## src/rtl/bp_me_stream_beat_tracker.sv

```systemverilog
// Beat tracker for one BedRock header+data stream.
//
// From the header type, size and address presented with each beat, this block
// derives how many data beats the message spans. It counts the beats that have
// transferred and reports the current beat index, first/last markers and a
// critical-word-first address that wraps inside the size-aligned block.
//
// The only state is the beat counter cnt_r. The two phases below are decoded
// from it rather than held in a separate state register.
//
//   state      | meaning
//   -----------+--------------------------------------------------------
//   IDLE/FIRST | cnt_r == 0: idle, or beat 0 of a message is on the bus
//   MID        | cnt_r != 0: beats 1..beats-1 of a message are in flight
module bp_me_stream_beat_tracker #(
    parameter int data_width_p     = 64,
    parameter int msg_type_width_p = 4,
    parameter int size_width_p     = 3,
    parameter int addr_width_p     = 40,
    parameter logic [(1<<msg_type_width_p)-1:0] payload_mask_p = 'h2A,
    localparam int cnt_width_p =
        ($clog2(1024/data_width_p) > 1) ? $clog2(1024/data_width_p) : 1
) (
    input  logic                        clk_i,
    input  logic                        reset_i,
    input  logic [msg_type_width_p-1:0] msg_type_i,
    input  logic [size_width_p-1:0]     size_i,
    input  logic [addr_width_p-1:0]     addr_i,
    input  logic                        v_i,
    input  logic                        ready_and_i,
    output logic [cnt_width_p-1:0]      cnt_o,
    output logic                        first_o,
    output logic                        last_o,
    output logic [addr_width_p-1:0]     addr_o,
    output logic                        has_payload_o
);

    // log2 of the beat width in bits and in bytes
    localparam int lg_dw_lp = $clog2(data_width_p);
    localparam int lg_bb_lp = lg_dw_lp - 3;

    logic [cnt_width_p-1:0]  cnt_r;
    logic [cnt_width_p-1:0]  cnt_n;
    logic [cnt_width_p-1:0]  beats_m1;
    logic [addr_width_p-1:0] blk_mask;
    logic [addr_width_p-1:0] beat_off;
    logic [addr_width_p-1:0] wrap_sum;

    assign has_payload_o = payload_mask_p[msg_type_i];

    // Final beat index: a payload message spans msg_bits/data_width beats,
    // everything else (and anything smaller than one beat) is a single beat.
    always_comb begin
        beats_m1 = '0;
        if (has_payload_o && ((int'(size_i) + 3) > lg_dw_lp)) begin
            beats_m1 = cnt_width_p'((1 << (int'(size_i) + 3 - lg_dw_lp)) - 1);
        end
    end

    // Next beat index; a counter already past the final beat (header changed
    // mid-message) is pulled back to 0 on the next transfer.
    always_comb begin
        cnt_n = cnt_r;
        if (v_i && ready_and_i) begin
            if (cnt_r >= beats_m1) begin
                cnt_n = '0;
            end else begin
                cnt_n = cnt_r + 1'b1;
            end
        end
    end

    // Beat counter register
    always_ff @(posedge clk_i) begin
        if (reset_i) begin
            cnt_r <= '0;
        end else begin
            cnt_r <= cnt_n;
        end
    end

    assign cnt_o   = cnt_r;
    assign first_o = (cnt_r == '0);
    assign last_o  = (cnt_r == beats_m1);

    // Wrapped beat address: the low size_i bits advance by one beat per count
    // and wrap; the bits above the block are taken from the header as-is.
    always_comb begin
        blk_mask = ({{(addr_width_p-1){1'b0}}, 1'b1} << size_i) - 1'b1;
        beat_off = addr_width_p'(cnt_r) << lg_bb_lp;
        wrap_sum = addr_i + beat_off;
        if (beats_m1 == '0) begin
            addr_o = addr_i;
        end else begin
            addr_o = (addr_i & ~blk_mask) | (wrap_sum & blk_mask);
        end
    end

endmodule

```

## config.mk

```make
export PLATFORM = sky130hd
export DESIGN_NAME = bp_me_stream_beat_tracker
export DESIGN_NICKNAME = d
export VERILOG_FILES = /design/src/rtl/bp_me_stream_beat_tracker.sv
export SDC_FILE = /design/constraint.sdc
export NUM_CORES = 1
export LEC_CHECK = 0
export BUFFER_PORTS_ARGS = -buffer_cell sky130_fd_sc_hd__clkbuf_2
export CORE_MARGIN = 5
export CORE_UTILIZATION = 44
export DETAILED_ROUTE_END_ITERATION = 10
export GPL_ROUTABILITY_DRIVEN = 0
export GPL_TIMING_DRIVEN = 0
export PLACE_DENSITY_LB_ADDON = 0.3
export REMOVE_ABC_BUFFERS = 1
export SLEW_MARGIN = 20
export SYNTH_ARGS = -nofsm -noshare
export SYNTH_HDL_FRONTEND = slang
export SYNTH_SLANG_ARGS = --single-unit
```

## constraint.sdc

```tcl
create_clock -name clk_i -period 4.51 [get_ports clk_i]
set_clock_uncertainty 0.2 [all_clocks]
set_input_delay 0.451 -clock clk_i [delete_from_list [all_inputs] [get_ports clk_i]]
set_output_delay 0.451 -clock clk_i [all_outputs]
set_load 0.02 [all_outputs]
```

* Word-level counts from Yosys, hierarchy flattened
Memories as Yosys holds them, arrays and structs flattened.
Index checks and enable logic that the tools add are counted.
** Cells by class
- Equal/unequal tests :: 1
- Bitwise operators :: 4
- $lt $le $gt $ge :: 3
- Shifts and indexed selects :: 2
- Reduce and logical (&&, ||, !) cells :: 4
- Mux-type cells :: 4
- Add/sub/neg operators :: 6
** Operators with widths (number)
- bitwise AND 40 bit :: 2
- adder 40 x 7 -> 40 bit :: 1
- 2-to-1 mux 40 bit :: 1
- NOT 40 bit :: 1
- bitwise OR 40 bit :: 1
- << shifter 1 x 3 -> 40 bit, first input constant :: 1
- subtractor 40 x 1 -> 40 bit, second input constant :: 1
- greater-than comparator 32 x 4 -> 1 bit, second input constant :: 1
- << shifter 1 x 32 -> 4 bit, first input constant :: 1
- zero test 4 bit :: 2
- 2-to-1 mux 4 bit :: 2
- less-than comparator 4 x 5 -> 1 bit, second input constant :: 1
- subtractor 4 x 3 -> 5 bit, second input constant :: 1
- adder 3 x 2 -> 4 bit, second input constant :: 1
- adder 4 x 1 -> 4 bit, second input constant :: 1
- == test 4 bit :: 1
- greater-or-equal comparator 4 bit :: 1
- subtractor 4 x 2 -> 4 bit, second input constant :: 1
- logical AND 1 bit :: 2
- 2-to-1 mux 1 bit :: 1
** Storage, ports and cells
- Input bits :: 51
- Output and inout port bits :: 47
- Word-level logic and storage cells :: 26
- Memories kept :: 1
- Register bits :: 4
- Bits in read-only memories :: 16
** Memories
- (name not given) :: depth 16, bits a word 1, rd ports 1, clocked after memory_dff 0, wr ports 0, RTL line 49 : assign has_payload_o = payload_mask_p[msg_type_i];

* Depth between registers and ports, before layout
Gate-level depths: netlist of the first run.
- Word-level depth :: 7
- Mapped depth :: 16
- Mapped depth without buffers :: 14

* Worst setup path after synthesis of the first run
No wires, ideal clock.
- Path kind :: in2reg
- Start point :: in size_i[0]
- End point :: reg cnt_r[0], in the netlist cnt_o[0]
- Path buffers :: 2
- Setup time :: 0.086 ns
- Required time :: 4.224 ns
- Slack :: 0.966 ns
- Data arrival time :: 3.259 ns
- Cell stages on the path :: 16
- Cells stage by stage :: buf_2 inv_1 ha_1 buf_6 inv_1 ha_1 nand2b_1 or4_1 nand2_1 mux2i_1 nand3_1 ha_1 a21o_1 a21o_1 a21o_1 a211oi_1
** On the way
- Cells in the longest elaborated chain, start to end :: 7
- Elaborated cells on any way between the ends :: 9
- Those cells by class :: 3 x add/sub; 2 x order compare; 1 x shift; 2 x mux; 1 x reduce/logical
** Ends and longest elaborated chain
- start: declaration :: RTL line 27 : input logic [size_width_p-1:0] size_i,
- adder 3 x 2 -> 4 bit * :: RTL line 55, 56
- subtractor 4 x 3 -> 5 bit :: RTL line 56 : beats_m1 = cnt_width_p'((1 << (int'(size_i) + 3 - lg_dw_lp)) - 1);
- << shifter 1 x 32 -> 4 bit :: RTL line 56
- subtractor 4 x 2 -> 4 bit :: RTL line 56
- 2-to-1 mux 4 bit * :: RTL line 55 : if (has_payload_o && ((int'(size_i) + 3) > lg_dw_lp)) begin
- greater-or-equal comparator 4 bit * :: RTL line 65 : if (cnt_r >= beats_m1) begin
- 2-to-1 mux 4 bit * :: RTL line 65
- end signal: assignment :: RTL line 78 : cnt_r <= cnt_n;
- end: declaration :: RTL line 42 : logic [cnt_width_p-1:0] cnt_r;
Every way passes the cells marked *; elsewhere a longest branch is shown, timed or not.
A chain may end at the register's enable or synchronous reset.

* Worst setup path in the final report of the first run
- Start point :: in size_i[0]
- End point :: out addr_o[6]
** On the way
- Cells in the longest elaborated chain, start to end :: 7
- Elaborated cells on any way between the ends :: 15
- Those cells by class :: 4 x add/sub; 1 x order compare; 2 x shift; 2 x mux; 4 x bitwise; 2 x reduce/logical
** Ends and longest elaborated chain
- adder 3 x 2 -> 4 bit :: RTL line 55, 56
- subtractor 4 x 3 -> 5 bit :: RTL line 56
- << shifter 1 x 32 -> 4 bit :: RTL line 56
- subtractor 4 x 2 -> 4 bit :: RTL line 56
- 2-to-1 mux 4 bit :: RTL line 55
- zero test 4 bit :: RTL line 92 : if (beats_m1 == '0) begin
- 2-to-1 mux 40 bit * :: RTL line 92
- end: declaration :: RTL line 34 : output logic [addr_width_p-1:0] addr_o,
Marked as above.

==> out/results.txt, run 1 <==
The core region is 3970 um^2. After synthesis, the netlist uses 51 different library cells. At the worst endpoint, the arrival time is 3.29 ns. The run finished with clean final reports. The number of cell instances on the worst register-to-register path was 7; the post-route clock period utilization was 0.874. The switching share of power is 0.428. TritonCTS built the clock tree. STA puts the critical path data required time at 3.86 ns.

The total track usage is 0.181. The first global-routing pass estimated 8.22 mm of wire. The number of enable-type register cells in the synthesized netlist is 0, and the number of storage elements in the synthesis netlist is 4. For the cell count after synthesis, the log shows 242.

For this run, the detailed router's first-pass iteration total came to 4. The library cells used most frequently in the layout, excluding fill and tap cells, are 91 x clkbuf_2, 36 x xnor2_1, 22 x nand4_1. The number of buffers and inverters on the critical path is 4. Launching element type of the critical path: an input port. The filler cell count came out at 409. The most used flip-flop cell after synthesis is dfxtp_1.

By area the synthesized netlist is led by xnor2_1 18%, ha_1 13%, nand4_1 7.7%. The final instance area is 2270 um^2. The tools report the clock latency at the later pin of the worst-skew pair as 0.21 ns. Detailed placement ended at an HPWL of 4.23 mm. The routed length per placed instance was 13.6 um; the deepest level of the CTS H-tree was 1. The final hold violation count is 0, and the highest fanout seen on the critical path is 22.

Entering global routing, the biggest net connects 23 pins. Across the VDD grid, the largest voltage drop is 0.000164 V. The final critical-path required period was 3.94 ns; the largest stage delay on the critical path was 0.51 ns. The tools report the via count of the first global-routing pass as 1890. The flip-flop count of the largest register, all copies and words added was 4; the fraction of layout instances using a drive strength above 1 was 0.324. The smallest setup slack after layout is 0.567 ns, and the initial antenna violation count is 0.

For the number of ports placed on the die boundary, the log shows 98. The horizontal die dimension was 73.9 um. The tools report the destination of the worst hold path as cnt_o[1]. The TritonCTS buffer count was 3. The worst setup path is captured at an output port. For this design the ratio of total power to cell area is 130 nW/um^2.

The cell depth of the worst hold path is 2. From bottom edge to top edge, the die measures 73.9 um. For the portion of total power attributed to sequential cells, the log shows 0.131. The run gives 0.452 as the effective utilization at floorplan. Startpoint of the worst hold path: reset_i. The root cell of the clock tree was clkbuf_8.

The number of buffers added on ports works out to 91. The footprint of the flip-flops and latches is 80.1 um^2. Share of the yosys chip area belonging to registers: 0.0446. In this run the cell area measured after placement is 2220 um^2.

Timing analysis after detailed placement gives a worst setup slack of 0.573 ns. For the total global routing overflow, the log shows 0. After clock tree synthesis, the clock-pin slew on the worst setup and hold paths is 0.03 ns. The library cell used most frequently in the layout, excluding fill and tap cells, is clkbuf_2.

Based on the critical path, the design can be clocked at up to 0.254 GHz. xnor2_1 takes more of the synthesized area than any other cell. Setup repair after global routing left no endpoint under its margin. The combinational group share of total power was 0.618. Adding up every negative setup slack in the final design gives 0 ns. Summing every instance area after synthesis gives 1800 um^2. The analysis attributes to cell leakage a power of 1.05 nW. The slew of the pin with the lowest slew margin was 0.607 ns; the post-route antenna net violation count was 0.

The share of async-settable or async-resettable flops after synthesis works out to 0. In the final layout, the multi-input gates occupy 1590 um^2. Counting along the longest clock path gives a buffer depth of 2.

The endpoint identified for the worst register-to-register timing path is cnt_o[2]. The die covers 5460 um^2. Dominant delay contributor by cell family on the critical path: adder cells. The post-synthesis to final-layout area growth is 26.1%, and the number of standard-cell rows in the floorplan is 23. For the relative slew slack, the log shows 0.593.

The fraction of synthesized cell area taken by the top area cell type is 0.175, and the post-detailed-route DRC marker count is 0. After detailed routing, the total wire length is 5.05 mm. The internal power of the cells totals 0.169 mW. The via count is 2072, and the relative contribution of the clock network to total power is 0.251. The number of vias per cell after detailed routing works out to 5.58.

Each instance of the synthesized netlist takes up on average 7.42 um^2. Once the clock tree was built, the resizer swapped 0 gates to a different size. For the number of buffers added to fix hold violations after cts, the log shows 0. Across the run, the number of max-cap violations was 0.

The worst register-to-register path has a setup slack of 2.41 ns. The buffer count from post-CTS setup fixing is 0. The worst register-to-register path begins at cnt_o[0].

The logs give 0 for the final setup violation count and 0.126 mW for the net switching power. Warning count from the yosys run: 0. The min-delay analysis places its worst path in the category in2reg. The net count of the finished layout is 393. Once layout is complete, the cells apart from fillers number 371. The number of cells after detailed placement was 368; the number of pins with negative max-slew slack in the final report was 0. The type of the worst setup path was in2out. The clock net in this run drives a total of 4 sinks.

The antenna diode count is 0. Traced cell by cell, the critical path runs through clkbuf_2, inv_1, ha_1, inv_1, ha_1, nor2b_1, o31ai_1, o211a_4, o21ai_0, mux2_2, clkbuf_2. The largest individual stage delay along the critical path comes from the cell ha_1. Starting DRC count in detailed routing: 85.
worst max path at each step:
stage	from	endpoint	slack (ns)	depth (start not counted)
3_3_place_gp	size_i[0]	cnt_o[3]	0.63	15
3_5_place_dp	size_i[0]	cnt_o[2]	0.57	15
5_1_grt	size_i[0]	addr_o[6]	0.34	11
2_1_floorplan	size_i[0]	cnt_o[0]	1.17	14
4_1_cts	size_i[0]	addr_o[6]	0.60	11
6_report	size_i[0]	addr_o[6]	0.57	11
cell type report:
| cell class | count | area share |
|---|---|---|
| timing repair buffer | 91 | 0.201 |
| sequential | 4 | 0.0353 |
| clock buffer | 3 | 0.0182 |
| inverter | 11 | 0.0182 |
| multi-input combinational | 212 | 0.700 |
| tap | 50 | 0.0276 |
routing by layer:
metal	track usage	wire length [um]	up-vias
li1	-	-	1048
met1	0.238	2240	952
met2	0.314	2410	72
met3	0.0219	397	0
met4	0.0423	0	0
met5	0	0	-
synth_stat cells (2+ instances only):
cell / instances
a211oi_1: 8
a21o_1: 5
a21oi_1: 3
and2_1: 7
and3_1: 10
and4_1: 8
buf_2: 6
buf_6: 3
clkbuf_1: 5
dfxtp_1: 4
ha_1: 18
inv_1: 11
mux2_2: 2
mux2i_1: 4
nand2_1: 17
nand2b_1: 4
nand3_1: 13
nand4_1: 22
nor2_1: 14
nor2b_1: 2
nor3_1: 3
o21ai_0: 6
o31ai_1: 2
xnor2_1: 36
xor2_1: 3
logic make-up after synthesis:
group | count (synthesis) | synth area share
simple gates | 114 | 0.380
xor+xnor | 39 | 0.190
compound gates | 33 | 0.133
buf+inv | 26 | 0.0731
fa+ha+maj | 19 | 0.136
mux | 7 | 0.0432
flops | 4 | 0.0446
metrics by stage:
step                utilization  hold slack [ns]  total power [mW]
global route              0.571            0.268             0.320
CTS                       0.571            0.252             0.297
global placement          0.560            0.434             0.219
floorplan                     -            0.324             0.151
detailed placement        0.560            0.439             0.221
finish                    0.571            0.253             0.295
power groups by stage:
stage / Sequential (mW) / Combinational [mW] / Clock, mW
3_3_place_gp: 0.0390 / 0.180 / 0
5_1_grt: 0.0387 / 0.200 / 0.0809
3_5_place_dp: 0.0391 / 0.182 / 0
6_report: 0.0386 / 0.182 / 0.0739
4_1_cts: 0.0387 / 0.183 / 0.0749
2_1_floorplan: 0.0396 / 0.112 / 0
worst reg2reg max path, stage by stage (launching register included):
cell	delay [ns]
dfxtp_1	0.45
inv_1	0.10
ha_1	0.31
nand2b_1	0.14
a21o_1	0.17
a21o_1	0.16
a21o_1	0.21
a211oi_1	0.26
No activity file was read; power rests on OpenSTA's default activity.
==> run 2: changes to the inputs <==
Settings changed: ABC_AREA set to 1, CELL_PAD_IN_SITES_DETAIL_PLACEMENT set to 0, CELL_PAD_IN_SITES_GLOBAL_PLACEMENT set to 1, CORE_UTILIZATION 44 to 34.
==> out/results.txt, run 2 <==
The run finished with clean final reports. STA classifies the critical path endpoint as an output port. The slowest cell on the critical path was nand2_2.

The number of distinct standard cells referenced by the synthesized netlist came out at 39 (-24%). The number of search-and-repair iterations in the first detailed-routing pass is 5 (+1), and the area of the core region is 9150 um^2 (+130%). The fraction of layout instances using a drive strength above 1 is 0.212 (-0.112), and the clock-pin slew on the worst setup and hold paths is 0.03 ns (about the same).

The launching element type of the critical path is an input port. Yosys instantiated no cell more often than nand2_1. The sum of buffers and inverters on the critical path was 5 (+1).

The final setup violation count is 0 (unchanged), and the horizontal die dimension is 107 um (+44%). The deepest level of the CTS H-tree was 1 (unchanged); the data arrival time of the critical path was 3.56 ns (+0.27 ns). The netlist area before placement is 3170 um^2 (+77%). The relative slew slack was 0.356 (-0.237). The flip-flop count of the largest register, all copies and words added was 4 (unchanged).

The routed length per placed instance was 12.3 um (-9.7%); the effective utilization at floorplan was 0.347 (-0.106). The final critical-path required period came out at 4.21 ns (+0.267 ns). The path class of the tightest hold or removal check is reg2reg.

The via count of the first global-routing pass is 3640 (+93%). Average instance area after synthesis: 5.23 um^2 (-30%). Of all cell types, the one taking the most synthesized area is nand2_1.

The final wirelength is 9.75 mm (+93%). The dominant delay contributor by cell family on the critical path was simple AND/OR/NAND/NOR gates. For the share of the yosys chip area belonging to registers, the log shows 0.0252 (-0.0193). Count of clock tree sinks: 4 (unchanged).

The summed negative setup slack over all endpoints was 0 ns (unchanged). The post-route clock period utilization came out at 0.933 (+0.0591). The number of standard cells in the final layout excluding fillers is 794 (+110%), and the required arrival time at the worst endpoint is 3.86 ns (about the same). The number of vias per cell after detailed routing came out at 4.85 (-13%). The warning count from the yosys run was 0 (unchanged); the total track usage was 0.172 (-0.00962). The tools report the number of pins with negative max-slew slack in the final report as 0 (unchanged). The largest voltage drop on the vdd net was 0.000126 V (-23%).

The cell leakage power came out at 2.09 nW (+99%). The logs give 0 (unchanged) for the max-cap check violation count and 0 (unchanged) for the post-route antenna net violation count. The power density normalized to cell area was 134 nW/um^2 (+3.3%). Leaving out fill and tap cells, the most frequent cell in the layout is nand2_1. Counting instances in the post-synthesis netlist gives the leading cell types as 290 x nand2_1, 71 x nor2_1, 48 x inv_1, 45 x nand3_1, 23 x nand3_2.

For the layout net count, the log shows 755 (+92%). The maximum clock frequency was 0.238 GHz (-6.3%). The maximum buffer depth of the clock tree is 2 (unchanged). The slew of the pin with the lowest slew margin was 0.963 ns (+0.356 ns). Ranked by total cell area, the synthesized netlist is headed by nand2_1 34%, nor2_1 8.4%, nand3_2 7.3%. The cell count after synthesis came out at 607 (+150%).

Prevailing post-synth register cell: dfxtp_1. Overall die area: 11400 um^2 (+110%). The run gives 39 (+70%) as the maximum number of pins on one net before global-route repair. Worst setup slack before clock tree synthesis: 0.291 ns (-0.282 ns). Share of async-settable or async-resettable flops after synthesis: 0 (unchanged). Counting stages on the worst path, the most repeated cell is ha_1. The number of standard-cell rows in the floorplan was 35 (+52%). The buffer count from post-CTS setup fixing came out at 0 (unchanged). The largest stage delay on the critical path works out to 0.71 ns (+0.20 ns). The signal on the critical path passes through clkbuf_2, inv_2, ha_1, inv_1, nand2_2, and2_4, ha_1, nor2_1, inv_1, nand3_2, nand2_1, nand2_2, ha_1, nand3_1, nor2_1, clkbuf_2. The tools report the post-detailed-route DRC marker count as 0 (unchanged). The clock latency at the later pin of the worst-skew pair came out at 0.21 ns (about the same). TritonCTS built the clock tree. For the filler cell count, the log shows 1075 (+160%).

Clock tree synthesis selected as its root buffer the cell clkbuf_8. The total global routing overflow came out at 0 (unchanged). Critical path depth in cells: 16 (+5). The critical path in this run is classified as in2out. Setup repair after global routing left no endpoint under its margin. The post-synthesis to final-layout area growth was 15.2%; the fraction of synthesized cell area taken by the top area cell type was 0.343 (+0.168). The number of buffers added on ports is 91 (unchanged), and the number of cells after detailed placement is 790 (+110%).

For the antenna diode count, the log shows 0 (unchanged). The top cell types in the final layout, fill and taps aside, are 290 x nand2_1, 91 x clkbuf_2, 71 x nor2_1. The highest fanout seen on the critical path is 38 (+73%). The logs give 3600 um^2 (+62%) for the standard cell area after detailed placement and 8.03 mm (+90%) for the HPWL after detailed placement.

The number of enable-type register cells in the synthesized netlist was 0 (unchanged). Number of storage elements in the synthesis netlist: 4 (unchanged). The worst hold margin was 0.356 ns (+0.103 ns); the via count was 3852 (+86%). The vertical extent of the die was 107 um (+44%). The cell depth of the worst hold path was 2 (unchanged); the number of ports placed on the die boundary was 98 (unchanged). The starting DRC count in detailed routing came out at 168 (+98%).

The TritonCTS buffer count is 3 (unchanged), and the count of instances resized after the clock tree is built is 0 (unchanged). The first-pass GRT wire length came out at 16.7 mm (+100%). The number of cell instances on the worst register-to-register path was 7 (unchanged). The tools report the number of buffers added to fix hold violations after cts as 0 (unchanged). The final instance area is 3650 um^2 (+61%). The initial antenna violation count came out at 0 (unchanged). Sum of internal, switching and leakage power: 0.491 mW (+66%). For the final hold violation count, the log shows 0 (unchanged). The fraction of the core area covered by cells at the end of the flow was 0.399 (-0.171).

The run gives 0.301 ns (-0.267 ns) as the smallest setup slack after layout.
## run 2: per-layer routing
metal / part of all wire / track usage / wire, um / vias up
li1: - / - / - / 2053
met1: 0.48 / 0.232 / 4690 / 1711
met2: 0.47 / 0.306 / 4580 / 84
met3: 0.046 / 0.0169 / 451 / 4
met4: 0.0028 / 0.0146 / 27 / 0
met5: 0 / 0 / 0 / -
## run 2: cell families (layout without fill, tap and decap cells)
logic type      count (synthesis)  after routing  share of synthesized area
compound gates                 31             31                     0.0611
xor+xnor                       25             25                     0.0690
fa+ha+maj                      19             19                     0.0773
buf+inv                        72            148                      0.117
flops                           4              4                     0.0252
mux                             2              2                    0.00710
simple gates                  454            454                      0.643
## run 2: tightest hold or removal path, delay by kind of cell, from the launching register on
family / cells / cell delay, ns
DFF: 1 / 0.36
AOI/OAI and AO/OA: 1 / 0.05
and+or+nand+nor: 1 / 0.09
## run 2: final timing paths
kind | startpoint | endpoint | slack, ns
setup / recovery | size_i[0] | last_o | 0.30
hold / removal | cnt_o[0] | cnt_o[0] | 0.36
setup reg to reg | cnt_o[0] | cnt_o[1] | 2.72
hold reg to reg | cnt_o[0] | cnt_o[0] | 0.36
## run 2: cell type report
type / instances / area, um^2 / share of cell area
multi-input combinational: 531 / 2720 / 0.745
timing repair buffer: 92 / 470 / 0.129
inverter: 53 / 201 / 0.0551
tap: 111 / 139 / 0.0380
sequential: 4 / 80.1 / 0.0219
clock buffer: 3 / 41.3 / 0.0113
## run 2: power by group
part / switching, mW / internal, mW
Clock: 0.0163 / 0.0567
Sequential: 0.00226 / 0.0368
Combinational: 0.251 / 0.128
Total: 0.269 / 0.222
==> run 3: changes to the inputs <==
Settings changed: CORE_UTILIZATION 34 to 35, CTS_BUF_LIST set to sky130_fd_sc_hd__clkbuf_8, SKIP_CTS_REPAIR_TIMING set to 1.
==> out/results.txt, run 3 (synthesized netlist as in run 2, its figures left out) <==
The flow ran to the end, and the final reports show no timing, DRC or antenna violations. The required arrival time at the worst endpoint was 3.86 ns (about the same); the routed length per placed instance was 12.3 um (+0.13%). The flip-flop count of the largest register, all copies and words added is 4 (unchanged), and the number of cell instances on the worst register-to-register path is 8 (+1). The layout net count was 755 (unchanged); the initial antenna violation count was 0 (unchanged). The run gives 2 (unchanged) as the maximum buffer depth of the clock tree. TritonCTS built the clock tree. The first-pass GRT wire length was 16.5 mm (-1.2%). The number of buffers added on ports is 91 (unchanged). Number of vias per cell after detailed routing: 4.83 (-0.51%). The run gives 0 (unchanged) as the final hold violation count. Final wirelength: 9.73 mm (-0.25%). The logs give 0 (unchanged) for the post-detailed-route DRC marker count and 0.171 (-0.000757) for the total track usage. Launching element type of the critical path: an input port. The post-route clock period utilization is 0.871 (-0.0620). The count of clock tree sinks is 4 (unchanged), and the area of the core region is 8760 um^2 (-4.3%). The portion of total power attributed to sequential cells is 0.080 (about the same), and the horizontal die dimension is 105 um (-1.3%). Type of the worst setup path: in2out. The worst-case register-to-register setup slack is 2.74 ns (+0.02 ns), and the cell depth of the worst hold path is 2 (unchanged). Switching share of power: 0.549 (about the same).

The maximum clock frequency is 0.254 GHz (+7.1%). The tightest min-delay check is of the reg2reg type. The tools report the via count of the first global-routing pass as 3651 (+0.30%). The post-synthesis to final-layout area growth is 15.2% (about the same).

The final critical-path required period is 3.93 ns (-0.279 ns). The run gives 0.270 mW (+0.21%) as the net switching power. The post-route antenna net violation count was 0 (unchanged); the antenna diode count was 0 (unchanged). Root cell of the clock tree: clkbuf_8. The tools report the data arrival time of the critical path as 3.28 ns (-0.28 ns). The fraction of layout instances using a drive strength above 1 is 0.212 (unchanged).

The max-cap check violation count is 0 (unchanged). The worst setup slack before clock tree synthesis came out at 0.274 ns (-0.0163 ns). Setup repair after global routing left no endpoint under its margin. The relative contribution of the clock network to total power came out at 0.148 (about the same).

The number of ports placed on the die boundary is 98 (unchanged), and the relative slew slack is 0.441 (+0.0850). The tools report the cell leakage power as 2.10 nW (+0.15%). The slew of the pin with the lowest slew margin was 0.838 ns (-0.125 ns); the effective utilization at floorplan was 0.362 (+0.0154). TritonCTS buffer count: 3 (unchanged). The final setup violation count is 0 (unchanged), and the vertical extent of the die is 105 um (-1.3%).

Total global routing overflow: 0 (unchanged). The number of pins with negative max-slew slack in the final report came out at 0 (unchanged). The run gives 11100 um^2 (-2.6%) as the overall die area. The endpoint kind of the worst setup timing path was an output port. The origin of the critical flop-to-flop path is cnt_o[1].

The run gives 0.580 ns (+0.279 ns) as the smallest setup slack after layout. The tools report the clock latency at the later pin of the worst-skew pair as 0.21 ns (about the same). The HPWL after detailed placement was 7.97 mm (-0.66%).

The most frequent standard cell in the layout excluding fill and tap cells was nand2_1. Summed negative setup slack over all endpoints: 0 ns (unchanged). The highest fanout seen on the critical path is 38 (unchanged). The clock-pin slew on the worst setup and hold paths works out to 0.03 ns (about the same). The power density normalized to cell area was 135 nW/um^2 (about the same). The tools report the largest voltage drop on the vdd net as 0.000171 V (+35%). Starting DRC count in detailed routing: 180 (+7.1%). The logs give 0.222 mW (about the same) for the cell-internal power and 4 (-1) for the number of search-and-repair iterations in the first detailed-routing pass. The worst hold path begins at cnt_o[0]. The run gives 0.772 (about the same) as the combinational group share of total power. The critical path starts at size_i[0].

Deepest level of the CTS H-tree: 1 (unchanged). The maximum number of pins on one net before global-route repair was 39 (unchanged); the via count was 3818 (-0.88%). Number of standard-cell rows in the floorplan: 34 (-2.9%).

The library cells used most frequently in the layout, excluding fill and tap cells, are 290 x nand2_1, 91 x clkbuf_2, 71 x nor2_1.
[run 3: power by group through the flow]
stage	clock (mW)	combinational [mW]	sequential, mW
2_1_floorplan	0	0.256	0.0402
3_3_place_gp	0	0.375	0.0395
3_5_place_dp	0	0.381	0.0396
4_1_cts	0.0752	0.383	0.0392
5_1_grt	0.0767	0.428	0.0392
6_report	0.0728	0.380	0.0392
[run 3: worst paths after layout]
check             end
min reg2reg  cnt_o[0]
max reg2reg  cnt_o[1]
min          cnt_o[0]
max            last_o
[run 3: worst max-delay path, stage by stage]
cell      delay (ns)
clkbuf_2        0.14
inv_2           0.11
ha_1            0.24
inv_1           0.08
nand2_2         0.06
and2_4          0.17
ha_1            0.32
nor2_1          0.33
inv_1           0.13
nand3_2         0.09
nand2_1         0.08
nand2_4         0.43
ha_1            0.36
nand3_1         0.08
nor2_1          0.05
clkbuf_2        0.15
[run 3: layout make-up]
type / count / area (um^2)
timing repair buffer: 92 / 470
inverter: 53 / 201
tap: 108 / 135
clock buffer: 3 / 41.3
multi-input combinational: 531 / 2730
fill: 1021 / 5110
sequential: 4 / 80.1
[run 3: through the flow]
step	instances	utilization	hold WS (ns)	instance area [um^2]	power (mW)
floorplan	588	-	0.389	3000	0.296
global placement	787	0.410	0.348	3590	0.415
detailed placement	787	0.410	0.357	3590	0.421
CTS	790	0.415	0.364	3630	0.497
global route	791	0.417	0.374	3650	0.544
finish	791	0.417	0.357	3650	0.492
[run 3: per-layer routing]
layer | share of wire | wire (um) | GRT usage
met5 | 0 | 0 | 0
met4 | 0.0049 | 48 | 0.0174
met3 | 0.049 | 476 | 0.0222
met2 | 0.47 | 4570 | 0.305
met1 | 0.48 | 4630 | 0.225
